[config.mk]
export PLATFORM = sky130hd
export DESIGN_NAME = dmem_loader_flat
export DESIGN_NICKNAME = d
export VERILOG_FILES = /design/src/rtl/dmem_loader_pkg.sv /design/src/rtl/dmem_loader_if.sv /design/src/rtl/dmem_loader_btn_debounce.sv /design/src/rtl/dmem_loader.sv /design/src/flat_wrapper.sv
export SDC_FILE = /design/constraint.sdc
export NUM_CORES = 1
export LEC_CHECK = 0
export ABC_AREA = 1
export BUFFER_PORTS_ARGS = -buffer_cell sky130_fd_sc_hd__buf_2
export CORE_AREA = 4 4 120 122
export DETAILED_ROUTE_END_ITERATION = 7
export DIE_AREA = 0 0 124 126
export PLACE_DENSITY = 0.65
export SETUP_SLACK_MARGIN = 0.3
export SKIP_LAST_GASP = 1
export SLEW_MARGIN = 20
export SYNTH_ARGS = -nofsm -noshare
export SYNTH_HDL_FRONTEND = slang
export SYNTH_SLANG_ARGS = --single-unit
export TNS_END_PERCENT = 5
[constraint.sdc]
create_clock -name clk -period 8.3 [get_ports clk]
set_clock_uncertainty 0.1 [all_clocks]
set_input_delay 1.245 -clock clk [delete_from_list [all_inputs] [get_ports clk]]
set_output_delay 1.245 -clock clk [all_outputs]
set_load 0.02 [all_outputs]
[src/rtl/dmem_loader_pkg.sv]
// Shared definitions for the front-panel data memory loader.
package dmem_loader_pkg;

    // Loader FSM states. LOAD collects bytes, WRITE/FLUSH own the memory
    // write cycle, RUN releases the processor.
    typedef enum logic [1:0] {
        ST_LOAD  = 2'd0,
        ST_WRITE = 2'd1,
        ST_FLUSH = 2'd2,
        ST_RUN   = 2'd3
    } state_e;

    // 10 ms of stability at 100 MHz.
    localparam int DEBOUNCE_CYCLES_DEF = 1000000;

    // Bytes that make up one data memory word.
    localparam int BYTES_PER_WORD = 4;

    // Returns w with byte lane idx replaced by b (lane 0 = bits 7:0).
    function automatic logic [31:0] set_lane(input logic [31:0] w,
                                             input logic [1:0]  idx,
                                             input logic [7:0]  b);
        logic [31:0] r;
        r = w;
        case (idx)
            2'd0:    r[7:0]   = b;
            2'd1:    r[15:8]  = b;
            2'd2:    r[23:16] = b;
            default: r[31:24] = b;
        endcase
        return r;
    endfunction

endpackage

[src/rtl/dmem_loader_if.sv]
// Data memory write port driven by the loader.
//
// Write-only port with no backpressure: mem_we is a one-cycle strobe and
// mem_addr/mem_din are valid in every cycle mem_we is high. The memory must
// accept the write in that cycle (there is no ready).
interface dmem_loader_if #(
    parameter int ADDR_W = 10
);
    logic              mem_we;
    logic [ADDR_W-1:0] mem_addr;
    logic [31:0]       mem_din;

    modport master (output mem_we, output mem_addr, output mem_din);
    modport slave  (input  mem_we, input  mem_addr, input  mem_din);
endinterface

[src/rtl/dmem_loader_btn_debounce.sv]
// Push-button conditioner: 2-flop synchronizer, stability counter and a
// one-cycle pulse on an accepted 0->1 transition. Releases and bounces that
// do not hold for DEBOUNCE_CYCLES produce no pulse.
module btn_debounce
    import dmem_loader_pkg::*;
#(
    parameter int DEBOUNCE_CYCLES = DEBOUNCE_CYCLES_DEF
) (
    input  logic clk,
    input  logic rst,
    input  logic btn_raw,
    output logic press_pulse
);

    localparam int CNT_W = (DEBOUNCE_CYCLES > 1) ? $clog2(DEBOUNCE_CYCLES) : 1;
    localparam logic [CNT_W-1:0] CNT_LAST = CNT_W'(DEBOUNCE_CYCLES - 1);

    logic             sync1_q, sync1_d;
    logic             sync2_q, sync2_d;
    logic             stable_q, stable_d;
    logic [CNT_W-1:0] cnt_q, cnt_d;
    logic             pulse_q, pulse_d;

    // Synchronize, then accept the new level once it has differed from the
    // accepted level for DEBOUNCE_CYCLES consecutive cycles.
    always_comb begin
        sync1_d  = btn_raw;
        sync2_d  = sync1_q;
        stable_d = stable_q;
        cnt_d    = cnt_q;
        pulse_d  = 1'b0;
        if (sync2_q == stable_q) begin
            cnt_d = '0;
        end else if (cnt_q == CNT_LAST) begin
            stable_d = sync2_q;
            cnt_d    = '0;
            pulse_d  = sync2_q;
        end else begin
            cnt_d = cnt_q + 1'b1;
        end
    end

    // Conditioner registers.
    always_ff @(posedge clk or posedge rst) begin
        if (rst) begin
            sync1_q  <= 1'b0;
            sync2_q  <= 1'b0;
            stable_q <= 1'b0;
            cnt_q    <= '0;
            pulse_q  <= 1'b0;
        end else begin
            sync1_q  <= sync1_d;
            sync2_q  <= sync2_d;
            stable_q <= stable_d;
            cnt_q    <= cnt_d;
            pulse_q  <= pulse_d;
        end
    end

    assign press_pulse = pulse_q;

endmodule

[src/rtl/dmem_loader.sv]
// Front-panel loader: assembles bytes from the switch bank into 32-bit words
// (least-significant byte first), writes them to consecutive data memory
// addresses from 0, and holds the processor in reset until loading ends.
module dmem_loader
    import dmem_loader_pkg::*;
#(
    parameter int ADDR_W          = 10,
    parameter int MEM_DEPTH       = 1024,
    parameter int DEBOUNCE_CYCLES = DEBOUNCE_CYCLES_DEF
) (
    input  logic              clk,
    input  logic              rst,
    input  logic              btn_strobe,
    input  logic              btn_done,
    input  logic [7:0]        sw,
    dmem_loader_if.master     mem,
    output logic              cpu_rst_hold,
    output logic [ADDR_W:0]   word_count,
    output logic              loading,
    output state_e            dbg_state
);

    localparam logic [ADDR_W-1:0] LAST_ADDR = ADDR_W'(MEM_DEPTH - 1);

    logic strobe_p;
    logic done_p;

    btn_debounce #(.DEBOUNCE_CYCLES(DEBOUNCE_CYCLES)) u_dbn_strobe (
        .clk         (clk),
        .rst         (rst),
        .btn_raw     (btn_strobe),
        .press_pulse (strobe_p)
    );

    btn_debounce #(.DEBOUNCE_CYCLES(DEBOUNCE_CYCLES)) u_dbn_done (
        .clk         (clk),
        .rst         (rst),
        .btn_raw     (btn_done),
        .press_pulse (done_p)
    );

    state_e            state_q, state_d;
    logic [1:0]        byte_idx_q, byte_idx_d;
    logic [31:0]       word_q, word_d;
    logic [ADDR_W-1:0] addr_q, addr_d;
    logic [ADDR_W:0]   count_q, count_d;
    logic              done_pend_q, done_pend_d;

    // Next-state logic: byte capture in LOAD, one write cycle in WRITE/FLUSH,
    // nothing but reset leaves RUN.
    always_comb begin
        state_d     = state_q;
        byte_idx_d  = byte_idx_q;
        word_d      = word_q;
        addr_d      = addr_q;
        count_d     = count_q;
        done_pend_d = done_pend_q;

        case (state_q)
            ST_LOAD: begin
                // The strobe byte lands first; the done rule then looks at
                // the resulting lane count.
                if (strobe_p) begin
                    word_d     = set_lane(word_q, byte_idx_q, sw);
                    byte_idx_d = byte_idx_q + 1'b1;
                end
                if (strobe_p && (byte_idx_q == 2'd3)) begin
                    state_d     = ST_WRITE;
                    done_pend_d = done_p;
                end else if (done_p) begin
                    state_d     = (byte_idx_d != 2'd0) ? ST_FLUSH : ST_RUN;
                    done_pend_d = 1'b0;
                end
            end

            ST_WRITE, ST_FLUSH: begin
                // The write itself happens this cycle; bookkeeping lands on
                // the following edge. The address saturates at the last word.
                word_d      = '0;
                byte_idx_d  = '0;
                count_d     = count_q + 1'b1;
                done_pend_d = 1'b0;
                if (addr_q == LAST_ADDR) begin
                    state_d = ST_RUN;
                end else begin
                    addr_d = addr_q + 1'b1;
                    if ((state_q == ST_FLUSH) || done_pend_q || done_p) begin
                        state_d = ST_RUN;
                    end else begin
                        state_d = ST_LOAD;
                    end
                end
            end

            ST_RUN: begin
                state_d = ST_RUN;
            end

            default: begin
                state_d = ST_LOAD;
            end
        endcase
    end

    // Loader state registers; reset re-enters LOAD and drops any partial word.
    always_ff @(posedge clk or posedge rst) begin
        if (rst) begin
            state_q     <= ST_LOAD;
            byte_idx_q  <= '0;
            word_q      <= '0;
            addr_q      <= '0;
            count_q     <= '0;
            done_pend_q <= 1'b0;
        end else begin
            state_q     <= state_d;
            byte_idx_q  <= byte_idx_d;
            word_q      <= word_d;
            addr_q      <= addr_d;
            count_q     <= count_d;
            done_pend_q <= done_pend_d;
        end
    end

    // mem_we decodes straight from the state register so that an
    // asynchronous reset removes it immediately.
    assign mem.mem_we   = (state_q == ST_WRITE) || (state_q == ST_FLUSH);
    assign mem.mem_addr = addr_q;
    assign mem.mem_din  = word_q;

    assign loading      = (state_q != ST_RUN);
    assign cpu_rst_hold = loading;
    assign word_count   = count_q;
    assign dbg_state    = state_q;

endmodule

[src/flat_wrapper.sv]
// flat-port wrapper written by rule: the top's interface ports become plain ports
module dmem_loader_flat import dmem_loader_pkg::*;
#(
    parameter int ADDR_W          = 10,
    parameter int MEM_DEPTH       = 1024,
    parameter int DEBOUNCE_CYCLES = DEBOUNCE_CYCLES_DEF
)
  (clk, rst, btn_strobe, btn_done, sw, cpu_rst_hold, word_count, loading, dbg_state, mem_mem_we, mem_mem_addr, mem_mem_din);
  dmem_loader_if #(.ADDR_W(ADDR_W)) mem_i ();
  input  logic clk;
  input  logic rst;
  input  logic btn_strobe;
  input  logic btn_done;
  input  logic [7:0] sw;
  output logic cpu_rst_hold;
  output logic [ADDR_W:0] word_count;
  output logic loading;
  output state_e dbg_state;
  output wire logic [$bits(mem_i.mem_we)-1:0] mem_mem_we;
  output wire logic [$bits(mem_i.mem_addr)-1:0] mem_mem_addr;
  output wire logic [$bits(mem_i.mem_din)-1:0] mem_mem_din;
  assign mem_mem_we = mem_i.mem_we;
  assign mem_mem_addr = mem_i.mem_addr;
  assign mem_mem_din = mem_i.mem_din;
  dmem_loader #(.ADDR_W(ADDR_W), .MEM_DEPTH(MEM_DEPTH), .DEBOUNCE_CYCLES(DEBOUNCE_CYCLES)) u_core (.clk(clk), .rst(rst), .btn_strobe(btn_strobe), .btn_done(btn_done), .sw(sw), .mem(mem_i), .cpu_rst_hold(cpu_rst_hold), .word_count(word_count), .loading(loading), .dbg_state(dbg_state));
endmodule
Word-level counts from Yosys, hierarchy flattened
Index checks and enable logic that the tools add are counted.
Widths: inputs -> output; s select.
{"block": "op_classes", "eq_ne": 18, "mux": 26, "add_sub_neg": 5, "bitwise_logic": 3, "reduce_logical": 18}
{"op": "$mux 20", "n": 4}
{"op": "$pmux 32 s2", "n": 1}
{"op": "$add 20x1->20 const B", "n": 2}
{"op": "$eq 20x20->1 const B", "n": 2}
{"op": "$mux 32", "n": 1}
{"op": "$mux 8", "n": 4}
{"op": "$mux 2", "n": 6}
{"op": "$ne 2x2->1 const B", "n": 6}
{"op": "$reduce_and 3->1", "n": 4}
{"op": "$add 11x1->11 const B", "n": 1}
{"op": "$add 10x1->10 const B", "n": 1}
{"op": "$eq 10x10->1 const B", "n": 1}
{"op": "$eq 2x2->1 const B", "n": 4}
{"op": "$reduce_and 2->1", "n": 4}
{"op": "$mux 1", "n": 7}
{"op": "$pmux 2 s3", "n": 1}
{"op": "$eq 2x1->1 const B", "n": 2}
{"op": "$logic_not 2->1", "n": 2}
{"op": "$pmux 2 s2", "n": 1}
{"op": "$reduce_bool 2->1", "n": 2}
{"op": "$logic_or 1x1->1", "n": 3}
{"op": "$ne 3x2->1 const B", "n": 1}
{"op": "$not 1->1", "n": 3}
{"op": "$reduce_or 3->1", "n": 1}
{"op": "5 further kinds", "n": 6}
{"block": "totals", "output_inout_bits": 58, "reg_bits": 106, "in_bits": 12, "elab_cells": 89}

Longest topological paths before layout
{"block": "logic_depth", "depth_word": 8, "depth_mapped": 9, "depth_no_buf": 9}

By module
Synthesis repeated with hierarchy kept, for this count alone.
{"block": "hier_totals", "cells_unflattened": 670, "area_unflattened_um2": 5444.0}
{"mod": "dmem_loader", "seq_area_each_um2": 1451.4, "n_inst": 1, "area_per_inst_um2": 2846.5, "cells_per_inst": 342}
{"mod": "btn_debounce", "seq_area_each_um2": 600.6, "n_inst": 2, "area_per_inst_um2": 1298.7, "cells_per_inst": 164}

Worst setup path before layout
OpenSTA, ideal clock, no wires.
{"block": "synth_timing", "kind": "flip-flop to output port", "from": "reg u_core.state_q[0], in the netlist u_core.dbg_state[0]", "to": "out loading", "slack_ns": 5.890, "stages_incl_launch_ff": 4, "required_ns": 6.955, "arrival_time_ns": 1.065, "path_buffers": 1, "path_cell_list": "dfrtp_1 ha_1 inv_1 buf_4"}
{"block": "synth_between", "elab_chain_cells": 1}
{"element": "start, declared", "line": "dmem_loader.sv:42", "rtl": "state_e state_q, state_d;"}
{"element": "start signal, assigned", "line": "dmem_loader.sv:115", "rtl": "state_q <= state_d;"}
{"element": "$ne 2x2->1", "line": "dmem_loader.sv:130", "rtl": "assign loading = (state_q != ST_RUN);"}
{"element": "end, declared", "line": "flat_wrapper.sv:17", "rtl": "output logic loading;"}
No other way between the ends.

Worst setup path after layout
{"block": "layout_timing", "from": "reg u_core.state_q[1], in the netlist u_core.dbg_state[1]", "to": "out mem_mem_we"}
{"block": "layout_between", "elab_chain_cells": 2, "elab_cells_between_ends": 3, "classes_between": "2 x eq/ne; 1 x reduce/logical"}
{"element": "$eq 2x1->1 / $eq 2x2->1 (equally long branches)", "line": "dmem_loader.sv:126", "rtl": "assign mem.mem_we = (state_q == ST_WRITE) || (state_q == ST_FLUSH);"}
{"element": "$logic_or 1x1->1 *", "line": "dmem_loader.sv:126"}
{"element": "end, declared", "line": "flat_wrapper.sv:19", "rtl": "output wire logic [$bits(mem_i.mem_we)-1:0] mem_mem_we;"}
Mark *: on every way between the ends. The rest lies on a longest branch, timed or not.

==> impl_metrics.env <==
export IMPL_status="finished clean"
export IMPL_cp_arrival_ns=1.83
export IMPL_postSynthAreaPerCell_um2=8.853
export IMPL_fin_cells=857
export IMPL_grt_pass1_vias=4072
export IMPL_synth_nets=622
export IMPL_hp_class="reg2reg"
export IMPL_fin_tns_setup_ns=0
export IMPL_synthTopCellsByArea="dfrtp_1, nand2_1, nor2_1, mux2_2, inv_1"
export IMPL_cts_htree_levels=3
export IMPL_synth_most_common_cell="nand2_1"
export IMPL_powerDensity_nw_per_um2=161.3
export IMPL_route_detailed_drc=0
export IMPL_critical_path_top_delay_family="adder cells"
export IMPL_synth_top_cell_area_share=0.5019
export IMPL_gp_congestion=0.8195
export IMPL_grt_pass1_wl_mm=18.63
export IMPL_hpwl_mm=7.812
export IMPL_crit_fanout=16
export IMPL_synth_cell_area_um2=5285
export IMPL_clkLatencyLatePin_ns=0.35
export IMPL_vias=4072
export IMPL_hold_depth=0
export IMPL_synth_common_cells="nand2_1, nor2_1, dfrtp_1"
export IMPL_tightest_slew_ns=0.9111
export IMPL_cts_root_buf="clkbuf_16"
export IMPL_ys_async_sr_fraction=1.000
export IMPL_final_max_slew_viol_count=0
export IMPL_cp_start_kind="register"
export IMPL_rows=42
export IMPL_ir_drop_mv=0.1048
export IMPL_syn_inst=597
export IMPL_cap_violations=0
export IMPL_drt_iter0_drc=299
export IMPL_die_area_um2=15620
export IMPL_synth_cell_types=30
export IMPL_synthFlopType="dfrtp_1"
export IMPL_r2r_start="u_core.dbg_state[1]"
export IMPL_yosysSeqAreaShare=0.5019
export IMPL_cts_setup_buffers=0
export IMPL_diodes=0
export IMPL_overflow=0
export IMPL_path_class="reg2out"
export IMPL_cts_tree="built"
export IMPL_slowest_stage="ha_1"
export IMPL_ctsHoldBuffers=0
export IMPL_synth_top_cell_by_area="dfrtp_1"
export IMPL_cts_resized=0
export IMPL_start_util=0.4007
export IMPL_rsz0062_at_grt="no"
export IMPL_slowest_delay_ns=0.70
export IMPL_antenna_found_initial=0
export IMPL_dp_cells=841
export IMPL_clock_path_buffers=2
export IMPL_worst_path_buf_inv=2
export IMPL_ios=70
export IMPL_core_area_um2=13190
export IMPL_grt_max_degree=75
export IMPL_ff2ff_path_depth=9
export IMPL_fmax_mhz=314.9
export IMPL_leakage_nw=3.141
export IMPL_drt_total_wl_mm=10.69
export IMPL_io_buffers=69
export IMPL_ant_nets=0
export IMPL_synth_edf_count=0
export IMPL_setup_violations=0
export IMPL_ys_warnings_count=0
export IMPL_wire_per_inst_um=12.47
export IMPL_nNetsFinal=701
export IMPL_fp_dieW_um=124
export IMPL_dr_pass1_iters=6
export IMPL_clock_sinks=106
export IMPL_critPathRequiredTime_ns=6.95
export IMPL_slew_headroom=0.3926
export IMPL_clk_pin_slew_ns=0.07
export IMPL_ys_ff_latch=106
export IMPL_area_growth_syn_to_layout_pct=16.57
export IMPL_period_needed_ns=3.175
export IMPL_rrSetupSlack_ns=5.99
export IMPL_die_y_um=126
export IMPL_fin_crit_sh=0.3826
export IMPL_crit_chain="inv_1 -> ha_1 -> buf_2"
export IMPL_drive_above_1_share=0.2173
export IMPL_hold_viol=0
export IMPL_hold_path_end="u_core.u_dbn_strobe.sync2_q"
export IMPL_r2r_end="u_core.word_count[10]"
export IMPL_track_usage=0.1450
export IMPL_min_from="u_core.u_dbn_strobe.sync1_q"
export IMPL_cts_buffers=9
export IMPL_vias_per_cell=4.751
export IMPL_crit_path_end_kind="primary output"
==> how the worst max path moves through the flow <==
stage	to	depth (start not counted)	from	slack (ns)
finish	mem_mem_we	3	u_core.dbg_state[1]	5.12
global route	mem_mem_we	3	u_core.dbg_state[1]	5.02
CTS	mem_mem_we	3	u_core.dbg_state[1]	5.11
detailed placement	mem_mem_we	3	u_core.dbg_state[1]	5.49
global placement	mem_mem_we	3	u_core.dbg_state[0]	5.56
floorplan	u_core.byte_idx_q[0]	1	rst	4.17
==> cells in the final DEF, fill, tap and decap left out, types with 2 or more instances in the layout <==
master,n
o22ai_1,3
mux2_1,2
nand3_1,18
nor3_1,10
nand2_1,132
inv_6,2
nor2_4,7
xor2_1,28
xnor2_1,11
inv_2,2
nor3_2,2
nand3_2,3
buf_2,69
mux2_2,30
nand3b_1,2
clkbuf_16,9
o21ai_0,9
inv_4,2
nand4_1,7
dfrtp_1,106
nand2_2,7
ha_1,13
nor2_2,7
nor2_1,116
a21oi_1,4
inv_1,69
==> state kept, by name, indices dropped and copies added, names as in the netlist, 2 cells and up <==
signal,cells
u_core.mem.mem_din,32
u_core.u_dbn_done.cnt_q,20
u_core.u_dbn_strobe.cnt_q,20
u_core.word_count,11
u_core.mem.mem_addr,10
u_core.byte_idx_q,2
u_core.dbg_state,2
==> layer usage <==
metal | vias up | part of all wire | global-route usage | wire, um
li1 | 2026 | - | - | -
met1 | 1956 | 0.45 | 0.1933 | 4855
met2 | 76 | 0.49 | 0.2377 | 5249
met3 | 14 | 0.036 | 0.02018 | 387
met4 | 0 | 0.018 | 0.05735 | 192
met5 | - | 0 | 0 | 0
==> cell families after synthesis <==
family	Yosys count	share of synthesized area
simple gates	312	0.2569
flops	106	0.5019
buf+inv	75	0.05469
xor+xnor	39	0.06463
mux	32	0.06818
compound gates	20	0.02297
fa+ha+maj	13	0.03078
==> power by group <==
group / leakage [nW] / total, mW / internal (mW) / switching, mW
registers: 1.47 / 0.522 / 0.519 / 0.00313
logic: 1.52 / 0.0261 / 0.00631 / 0.0198
clock network: 0.151 / 0.445 / 0.241 / 0.205
total: 3.14 / 0.994 / 0.766 / 0.228
==> layout make-up <==
cell class / count / area [um^2]
inverters: 73 / 279.0
multi-input cells: 416 / 2344
repair buffers: 70 / 352.8
clock inverters: 7 / 87.58
well taps: 176 / 220.2
flip-flops and latches: 106 / 2653
fillers: 1283 / 7029
clock buffers: 9 / 225.2
==> metrics by stage <==
stage	cell area (um^2)	power, mW	util	worst slack, ns	hold slack (ns)
2_1_floorplan	5285	0.5501	-	4.166	0.2312
3_3_place_gp	5848	0.5591	0.4434	5.559	0.2370
3_5_place_dp	5848	0.5599	0.4434	5.492	0.2402
4_1_cts	6161	1.004	0.4671	5.113	0.2572
5_1_grt	6161	1.031	0.4671	5.021	0.2870
6_report	6161	0.9936	0.4671	5.125	0.2555
Note: power is estimated with default switching activity, not from simulation.
